<file path="src/rtl/cms_pix28_package.sv">
`default_nettype none
// ==== cms_pix28_package : shared firmware IDs and pin-arbiter types ==== rev 1.1 ====
package cms_pix28_package;

  localparam logic [3:0] firmware_id_1 = 4'h1;
  localparam logic [3:0] firmware_id_2 = 4'h2;
  localparam logic [3:0] firmware_id_3 = 4'h3;
  localparam logic [3:0] firmware_id_4 = 4'h4;
  localparam logic [3:0] FW_ID_NONE    = 4'h0;

  typedef logic [1:0] fw_arb_state_t;
  localparam fw_arb_state_t ARB_IDLE      = 2'd0;
  localparam fw_arb_state_t ARB_GUARD     = 2'd1;
  localparam fw_arb_state_t ARB_CONNECTED = 2'd2;

  typedef struct packed {
    logic       valid;
    logic [3:0] idx;
  } fw_idx_t;

  function automatic logic fw_id_valid(input logic [3:0] id, input int num_fw);
    return (id != FW_ID_NONE) && (int'(id) <= num_fw);
  endfunction

  // firmware_id_k maps to fw index k-1; anything outside 1..num_fw is "none".
  function automatic fw_idx_t fw_id_to_index(input logic [3:0] id, input int num_fw);
    fw_idx_t r;
    r.valid = fw_id_valid(id, num_fw);
    r.idx   = r.valid ? (id - 4'd1) : 4'd0;
    return r;
  endfunction

endpackage
`default_nettype wire

</file>
<file path="src/rtl/com_in_sync.sv">
`default_nettype none
// ==== com_in_sync : STAGES-deep input flop chain, first stage is the IOB FF ==== rev 1.0 ====
module com_in_sync #(
  parameter int STAGES = 2
) (
  input  logic clk,
  input  logic rst,
  input  logic i_d,
  output logic o_q
);

  logic [STAGES-1:0] r_q;

  always_ff @(posedge clk) begin
    if (rst) begin
      r_q <= '0;
    end else begin
      r_q[0] <= i_d;
      for (int s = 1; s < STAGES; s++) begin
        r_q[s] <= r_q[s-1];
      end
    end
  end

  assign o_q = r_q[STAGES-1];

endmodule
`default_nettype wire

</file>
<file path="src/rtl/com_fw_to_dut_arb.sv">
`default_nettype none
// ==== com_fw_to_dut_arb : firmware-to-DUT pin arbiter with guarded switchover ==== rev 2.0 ====
module com_fw_to_dut_arb
  import cms_pix28_package::*;
#(
  parameter int                       NUM_FW         = 4,
  parameter int                       NUM_OUT        = 10,
  parameter int                       NUM_IN         = 7,
  parameter int                       GUARD_CYCLES   = 16,
  parameter int                       IN_SYNC_STAGES = 2,
  parameter logic [NUM_OUT-1:0]       OUT_DEFAULT    = 10'b0000010100,
  parameter logic [NUM_OUT-1:0]       OUT_FIXED_MASK = 10'b0001100010,
  parameter logic [NUM_OUT*4-1:0]     OUT_FIXED_SEL  = 40'h0001100000
) (
  input  logic                        iob_clk,
  input  logic                        iob_reset,
  input  logic [3:0]                  fw_dev_id_enable,
  input  logic [NUM_FW*NUM_OUT-1:0]   fw_out,
  output logic [NUM_FW*NUM_IN-1:0]    fw_in,
  output logic [NUM_OUT-1:0]          dut_out,
  input  logic [NUM_IN-1:0]           dut_in,
  output logic [3:0]                  active_fw,
  output logic                        switch_busy,
  output logic [15:0]                 switch_count
);

  localparam int               CW           = (GUARD_CYCLES > 1) ? $clog2(GUARD_CYCLES) : 1;
  localparam logic [CW-1:0]    c_GUARD_LOAD = CW'(GUARD_CYCLES - 1);

  fw_arb_state_t        r_state;
  logic [CW-1:0]        r_cnt;
  logic [3:0]           r_target;
  logic [3:0]           r_owner;
  logic [NUM_OUT-1:0]   r_dut_out;
  logic [3:0]           r_active_fw;
  logic                 r_switch_busy;
  logic [15:0]          r_switch_count;

  fw_arb_state_t        w_state_nxt;
  logic [CW-1:0]        w_cnt_nxt;
  logic [3:0]           w_target_nxt;
  logic [3:0]           w_owner_nxt;
  logic                 w_connect;
  fw_idx_t              w_own;
  logic [NUM_IN-1:0]    w_sync;
  logic [NUM_OUT-1:0]   w_mux;
  logic [NUM_OUT-1:0]   w_fixed;
  logic [NUM_OUT-1:0]   w_pin_nxt;

  for (genvar i = 0; i < NUM_IN; i++) begin : g_in_sync
    com_in_sync #(
      .STAGES (IN_SYNC_STAGES)
    ) u_sync (
      .clk (iob_clk),
      .rst (iob_reset),
      .i_d (dut_in[i]),
      .o_q (w_sync[i])
    );
  end

  always_comb begin
    w_state_nxt  = r_state;
    w_cnt_nxt    = r_cnt;
    w_target_nxt = r_target;
    w_owner_nxt  = r_owner;
    w_connect    = 1'b0;
    case (r_state)
      ARB_IDLE: begin
        if (fw_id_valid(fw_dev_id_enable, NUM_FW)) begin
          w_target_nxt = fw_dev_id_enable;
          w_cnt_nxt    = c_GUARD_LOAD;
          w_state_nxt  = ARB_GUARD;
        end
      end
      ARB_GUARD: begin
        // A request that moves during the guard restarts the full park period.
        if (fw_dev_id_enable != r_target) begin
          w_target_nxt = fw_dev_id_enable;
          w_cnt_nxt    = c_GUARD_LOAD;
        end else if (r_cnt == '0) begin
          if (fw_id_valid(r_target, NUM_FW)) begin
            w_owner_nxt = r_target;
            w_state_nxt = ARB_CONNECTED;
            w_connect   = 1'b1;
          end else begin
            w_state_nxt = ARB_IDLE;
          end
        end else begin
          w_cnt_nxt = r_cnt - CW'(1);
        end
      end
      ARB_CONNECTED: begin
        if (fw_dev_id_enable != r_owner) begin
          w_target_nxt = fw_dev_id_enable;
          w_cnt_nxt    = c_GUARD_LOAD;
          w_owner_nxt  = FW_ID_NONE;
          w_state_nxt  = ARB_GUARD;
        end
      end
      default: begin
        w_state_nxt = ARB_IDLE;
      end
    endcase
  end

  assign w_own = fw_id_to_index(r_owner, NUM_FW);

  always_comb begin
    w_mux = OUT_DEFAULT;
    fw_in = '0;
    if ((r_state == ARB_CONNECTED) && w_own.valid) begin
      for (int f = 0; f < NUM_FW; f++) begin
        if (w_own.idx == 4'(f)) begin
          w_mux                    = fw_out[f*NUM_OUT +: NUM_OUT];
          fw_in[f*NUM_IN +: NUM_IN] = w_sync;
        end
      end
    end
  end

  // Fixed-owner pins tap their firmware directly and never see the park value.
  for (genvar p = 0; p < NUM_OUT; p++) begin : g_pin
    if (OUT_FIXED_MASK[p]) begin : g_fixed
      localparam int SEL = int'(OUT_FIXED_SEL[p*4 +: 4]);
      assign w_fixed[p] = fw_out[SEL*NUM_OUT + p];
    end else begin : g_muxed
      assign w_fixed[p] = 1'b0;
    end
  end

  assign w_pin_nxt = (w_mux & ~OUT_FIXED_MASK) | (w_fixed & OUT_FIXED_MASK);

  always_ff @(posedge iob_clk) begin
    if (iob_reset) begin
      r_state        <= ARB_IDLE;
      r_cnt          <= '0;
      r_target       <= FW_ID_NONE;
      r_owner        <= FW_ID_NONE;
      r_dut_out      <= OUT_DEFAULT & ~OUT_FIXED_MASK;
      r_active_fw    <= FW_ID_NONE;
      r_switch_busy  <= 1'b0;
      r_switch_count <= '0;
    end else begin
      r_state        <= w_state_nxt;
      r_cnt          <= w_cnt_nxt;
      r_target       <= w_target_nxt;
      r_owner        <= w_owner_nxt;
      r_dut_out      <= w_pin_nxt;
      r_active_fw    <= (w_state_nxt == ARB_CONNECTED) ? w_owner_nxt : FW_ID_NONE;
      r_switch_busy  <= (w_state_nxt == ARB_GUARD);
      if (w_connect && (r_switch_count != 16'hFFFF)) begin
        r_switch_count <= r_switch_count + 16'd1;
      end
    end
  end

  assign dut_out      = r_dut_out;
  assign active_fw    = r_active_fw;
  assign switch_busy  = r_switch_busy;
  assign switch_count = r_switch_count;

endmodule
`default_nettype wire

</file>
<file path="config.mk">
export PLATFORM = sky130hd
export DESIGN_NAME = com_fw_to_dut_arb
export DESIGN_NICKNAME = d
export VERILOG_FILES = /design/src/rtl/cms_pix28_package.sv /design/src/rtl/com_in_sync.sv /design/src/rtl/com_fw_to_dut_arb.sv
export SDC_FILE = /design/constraint.sdc
export NUM_CORES = 1
export LEC_CHECK = 0
export ABC_AREA = 1
export CAP_MARGIN = 20
export CELL_PAD_IN_SITES_DETAIL_PLACEMENT = 0
export CELL_PAD_IN_SITES_GLOBAL_PLACEMENT = 1
export CORE_ASPECT_RATIO = 0.8
export CORE_MARGIN = 3
export CORE_UTILIZATION = 31
export CTS_CLUSTER_SIZE = 28
export DETAILED_ROUTE_END_ITERATION = 8
export PLACE_DENSITY = 0.87
export SKIP_CTS_REPAIR_TIMING = 1
export SLEW_MARGIN = 15
export SYNTH_ARGS = -nofsm -noshare
export SYNTH_HDL_FRONTEND = slang
export SYNTH_SLANG_ARGS = --single-unit
export TNS_END_PERCENT = 10
</file>
<file path="constraint.sdc">
create_clock -name iob_clk -period 2.5 [get_ports iob_clk]
set_input_delay 0.25 -clock iob_clk [delete_from_list [all_inputs] [get_ports iob_clk]]
set_output_delay 0.25 -clock iob_clk [all_outputs]
set_load 0.02 [all_outputs]
</file>
# Word level (Yosys, flattened, before mapping)
# Index checks and enable logic that the tools add are counted.
[op_classes]
addsub = 3
magnitude_cmp = 3
eq_ne = 14
n_mux = 35
bitwise_logic = 2
reduce_logical = 15
[ops]
columns = ["operator", "n"]
rows = [
  ["$mux 10", 5],
  ["$mux 4", 12],
  ["$mux 28", 1],
  ["$mux 7", 4],
  ["$pmux 4 s3", 2],
  ["$add 16x1->16 const B", 1],
  ["$ne 16x16->1 const B", 1],
  ["$le 4x3->1 const B", 3],
  ["$reduce_bool 4->1", 3],
  ["$mux 2", 5],
  ["$or 10x7->10", 1],
  ["$eq 4x2->1 const B", 2],
  ["$logic_not 4->1", 2],
  ["$ne 4x4->1", 2],
  ["$pmux 4 s2", 1],
  ["$reduce_and 4->1", 2],
  ["$sub 4x1->4 const B", 2],
  ["$ne 2x2->1 const B", 3],
  ["$pmux 2 s3", 1],
  ["$logic_and 1x1->1", 5],
  ["$eq 2x1->1 const B", 2],
  ["$eq 2x2->1 const B", 2],
  ["$eq 4x1->1 const B", 1],
  ["$mux 1", 4],
  ["other kinds (5)", 5],
]
[totals]
register_bits = 59
input_bits = 53
wordCells = 87

# Logic depth before layout (Yosys ltp)
[depth]
ltp_word = 10
depth_mapped = 12
ltp_nobuf = 12

# Modules after synthesis
# A second synthesis with hierarchy kept.
[hier_totals]
cells_unflattened = 497
hier_area_um2 = 3221.8
[modules_own_cells]
columns = ["module", "instances", "cells_each", "area_per_inst_um2", "seq_area_each_um2"]
rows = [
  ["com_fw_to_dut_arb", 1, 455, 2836.5, 900.9],
  ["com_in_sync", 7, 6, 55.1, 40.0],
]

# Least setup slack after synthesis
# OpenSTA, ideal clock, no wires.
[synth_timing]
path_type = "reg2out"
from = "register r_owner[0]"
to = "output fw_in[21]"
t_arrival_ns = 1.777
required_time_ns = 2.250
slack_ns = 0.473
path_stages_with_launch = 9
path_buffers = 1
path_cell_list = "dfxtp_1 inv_1 ha_1 nor2_1 o21ai_0 a21oi_1 nand2_1 buf_2 nor2_1"
[synth_between]
elab_chain_cells = 6
elab_cells_between_ends = 9
[synth_rtl]
columns = ["item", "line", "source"]
rows = [
  ["start, declared", "com_fw_to_dut_arb.sv:33", "logic [3:0] r_owner;"],
  ["start signal, assigned", "com_fw_to_dut_arb.sv:147", "r_owner <= w_owner_nxt;"],
  ["$le 4x3->1 or $reduce_bool 4->1 (tied branches)", "cms_pix28_package.sv:22", "return (id != FW_ID_NONE) && (int'(id) <= num_fw);"],
  ["$logic_and 1x1->1", "cms_pix28_package.sv:22", ""],
  ["$mux 4", "cms_pix28_package.sv:29", "r.idx = r.valid ? (id - 4'd1) : 4'd0;"],
  ["$eq 4x2->1", "com_fw_to_dut_arb.sv:113", "if (w_own.idx == 4'(f)) begin"],
  ["$mux 7", "com_fw_to_dut_arb.sv:113", ""],
  ["$mux 28 (*)", "com_fw_to_dut_arb.sv:111", "if ((r_state == ARB_CONNECTED) && w_own.valid) begin"],
  ["end, declared", "com_fw_to_dut_arb.sv:19", "output logic [NUM_FW*NUM_IN-1:0] fw_in,"],
]
# Every way passes the cells marked *; elsewhere a longest branch is shown, timed or not.

# Worst setup path in the final report
[layout_timing]
from = "register r_owner[1]"
to = "output fw_in[22]"
# The elaborated chain is that of the path after synthesis.

==> results <==
- The proportion of netlist area held by the largest area contributor is 37.1%.
- The most common cell in the synthesized netlist is nand2_1.
- The routed design has 8840 um of wire.
- The final setup slack of the worst path is -0.233 ns.
- Using the TritonRoute via totals, the vias-per-cell ratio works out to 4.57.
- The post-synthesis average cell area is 6.56 um2.
- When the netlist entered floorplanning its net count stood at 547.
- The wire length per cell is 12.0 um.
- Entering global routing, the biggest net connects 32 pins.
- The layout net count is 657.
- Setup repair after global routing could not meet its margin everywhere.
- The initial antenna violation count is 0.
- The remaining max-slew budget at the tightest pin is 65.5%.
- The post-synthesis instance area is 3180 um2.
- Of all nets on the critical path, the largest fanout is 8.
- For this run the aggregate overflow at the end of global routing stands at 0.
- The H-tree generated during clock tree synthesis spans 3 levels.
- Grouping stages by cell kind, the critical path spends the most delay in buffers and inverters.
- The count of pins over their slew limit is 0.
- The worst voltage drop across the vdd grid is 385 uV.
- The signal on the critical path passes through inv_1 > ha_1 > a21oi_1 > o21ai_1 > nor2_4 > nand2_1 > nor2_1 > clkdlybuf4s50_1.
- The growth of design area from synthesis to finish is 48.6%.
- The worst stage delay on the critical path is 0.62 ns.
- Of the total power, the clock network draws 46.7%.
- In the synthesized netlist, the cells that appear most often are 109 x nand2_1, 97 x nor2_1, 59 x dfxtp_1.
- Excluding fillers, the count of instances in the completed layout stands at 736.
- The initial cell density of the core is 32.4%.
- The count of synthesis-stage warnings from yosys is 0.
- Net switching is 26.2% of the power.
- The routed design could run at a clock period as short as 2.73 ns.
- The core region area is 9810 um2.
- The total power divided by cell area is 510 nW/um2.
- The clock tree root driver cell is clkbuf_16.
- In the global route stage, met1 resource usage came out at 19.2%.
- The run finished, with violations left.
- By area the synthesized netlist is led by dfxtp_1 37%, nand2_1 13%, nor2_1 11%, nand3_1 7.1%, inv_1 6.8%.
- The endpoint class of the critical path is an output pin.
- In the final layout, the share of cells above drive strength 1 is 7.33%.
- met2 is the most crowded layer.
- The first global-routing pass estimated 14200 um of wire.
- TritonCTS created 9 clock buffers.
- The global-route total usage across every layer is 15.2%.
- The clock edge transition at the registers on the reported setup and hold paths is 0.06 ns.
- The post-synthesis register bit count is 59.
- The tree built by TritonCTS fans out to 59 sinks.
- The number of antenna diodes in the final layout is 0.
- The worst-case clock skew is 0.00493 ns.
- The number of hold violations in the final report is 0.
- The maximum clock rate is 366 MHz.
- The critical setup path kind is reg2out.
- The checks that failed: setup timing.
- The number of cells in the design after placement is 720.
- The design internal power is 1.78 mW.
- The share of the clock period used by the worst path after layout is 109%.
- The tool flagged a number of max-cap violations equal to 0.
- STA classifies the critical path startpoint as a register.
- In this run the static leakage power is 2.35 nW.
- TritonCTS built the clock tree.
- Synthesis produced 485 cells.
- After legalization and detailed placement, the total HPWL measured 6640 um.
- The arrival time of data at the critical path endpoint is 2.48 ns.
- Measured along the x axis, the die boundary spans 119 um.
- The vertical die dimension is 96.6 um.
- The met2 global-route usage is 24.9%.
- The maximum root-to-sink buffer count is 2.
- Sequential cells were found to cover 37.1% of the synthesized design area.
- The worst min-delay path category is reg2reg.
- The area of the die is 11500 um2.
- The count of buffers inserted at the top-level ports is 102.
- The count of cell types in the netlist is 28.
- Counting flops with an async set or reset pin after synthesis yields a share of 0%.
- The count of TritonRoute iterations in the first routing pass is 5.
- The cell at the slowest stage of the critical path is clkdlybuf4s50_1.
- The worst path buffer plus inverter count is 2.
- The I/O pin count is 112.
- The design draws 2.41 mW.
- The most used flip-flop cell after synthesis is dfxtp_1.
- The number of vias after detailed routing is 3361.
- Final hold analysis gives a worst-case slack of 0.396 ns.
- For the pin with the worst max-slew slack, the measured transition is 0.515 ns.
- The part of the power in registers is 41.2%.
- The required time reported for the critical path endpoint is 2.25 ns.
- The weighted congestion reported at the end of routability-driven placement is 0.818.
- The count of standard-cell rows is 32.
- The met3 usage in global routing is 4.37%.
- The switching power total is 0.632 mW.
- The number of enable flip-flop cells after synthesis is 0.
- The synthesized design spends more area on one cell type than any other, namely dfxtp_1.
- In this run, the combinational gates consume 12.1% of the power.
- The final setup violation count is 5.
- At the later pin of the worst-skew pair, clock insertion delay measures 0.33 ns.
- In the routed design, unresolved DRC markers number 0.
- The detailed router finished its first iteration with 179 violations.
- The number of global-route vias before repair was 3096.
- In this run the remaining antenna-violating nets after routing total 0.
## flip-flops by register name, summed over array words and instances, names as in the netlist
name	cells
g_in_sync.u_sync.r_q	14
active_fw	4
r_owner	4
switch_busy	1
r_state	2
switch_count	16
dut_out	10
r_target	4
r_cnt	4
## metrics by stage
stage | TNS (ns) | setup WS [ns] | instance area [um2] | util (%)
final | -1.11 | -0.233 | 4730 | 48.2
after global routing | -1.82 | -0.364 | 4730 | 48.2
after CTS | -8.46 | -0.334 | 4650 | 47.4
after detailed placement | 0 | 0.0281 | 4370 | 44.5
after global placement | 0 | 0.0651 | 4370 | 44.5
after floorplan | 0 | 0.473 | 3180 | -
## layout make-up
cell class | count | area [um2]
fillers | 994 | 5080
flip-flops and latches | 59 | 1180
multi-input cells | 353 | 1730
inverters | 62 | 233
well taps | 136 | 170
repair buffers | 110 | 1140
clock buffers | 9 | 225
clock inverters | 7 | 52.6
## power groups by stage
stage | Sequential, mW | Clock (mW) | Combinational (mW)
global placement | 1.01 | 0 | 0.283
global route | 0.997 | 1.20 | 0.328
CTS | 0.994 | 1.17 | 0.294
floorplan | 1.02 | 0 | 0.168
finish | 0.994 | 1.13 | 0.292
detailed placement | 1.01 | 0 | 0.292
## layout by cell type (no fill, tap or decap), types with 2 or more instances in the layout
cell	count
nand3_2	3
nor3_1	6
clkdlybuf4s50_1	79
clkbuf_16	9
dfxtp_1	59
nor2_2	3
inv_1	58
xor2_1	10
nand2_2	4
clkinv_2	2
dlymetal6s2s_1	23
nand3_1	43
ha_1	9
nand2_1	108
clkinv_4	2
xnor2_1	8
nand4_1	10
o21ai_1	2
o21ai_0	22
buf_4	8
nor2_4	2
a21oi_1	21
inv_6	2
nor2_1	96
inv_2	4
## metal layers
layer / vias to the layer above / routed length [um] / share of wire (%)
met4: 0 / 71 / 0.80
met3: 10 / 448 / 5.1
met5: - / 0 / 0
met1: 1535 / 4160 / 47
li1: 1743 / - / -
met2: 73 / 4160 / 47
## cells by family after synthesis
kind of cell / after synthesis / synth area share, %
DFF: 59 / 37.1
AOI/OAI and AO/OA: 46 / 7.24
buffers and inverters: 73 / 9.32
xor gates and xnor gates: 18 / 4.96
adders and majority gates: 9 / 3.54
and+or+nand+nor: 280 / 37.8
## worst register-to-register path, stage by stage, from the launching register on
cell and delay [ns]:
dfxtp_1 0.38, inv_1 0.11, ha_1 0.21, a21oi_1 0.13, o21ai_1 0.17, nor2_2 0.19
nand3_2 0.20, buf_4 0.22, o21ai_0 0.17, nor2_1 0.06, nor2_1 0.08
## path summary, 6_finish.rpt
kind,from,to,slack (ns),depth (start not counted)
worst max-delay path,r_owner[1],fw_in[22],-0.23,8
worst min-delay path,g_in_sync[3].u_sync.r_q[0],g_in_sync[3].u_sync.r_q[1],0.40,2
worst max register to register,r_owner[1],dut_out[0],0.50,10
worst min register to register,g_in_sync[3].u_sync.r_q[0],g_in_sync[3].u_sync.r_q[1],0.40,2
No activity file was read; power rests on OpenSTA's default activity.
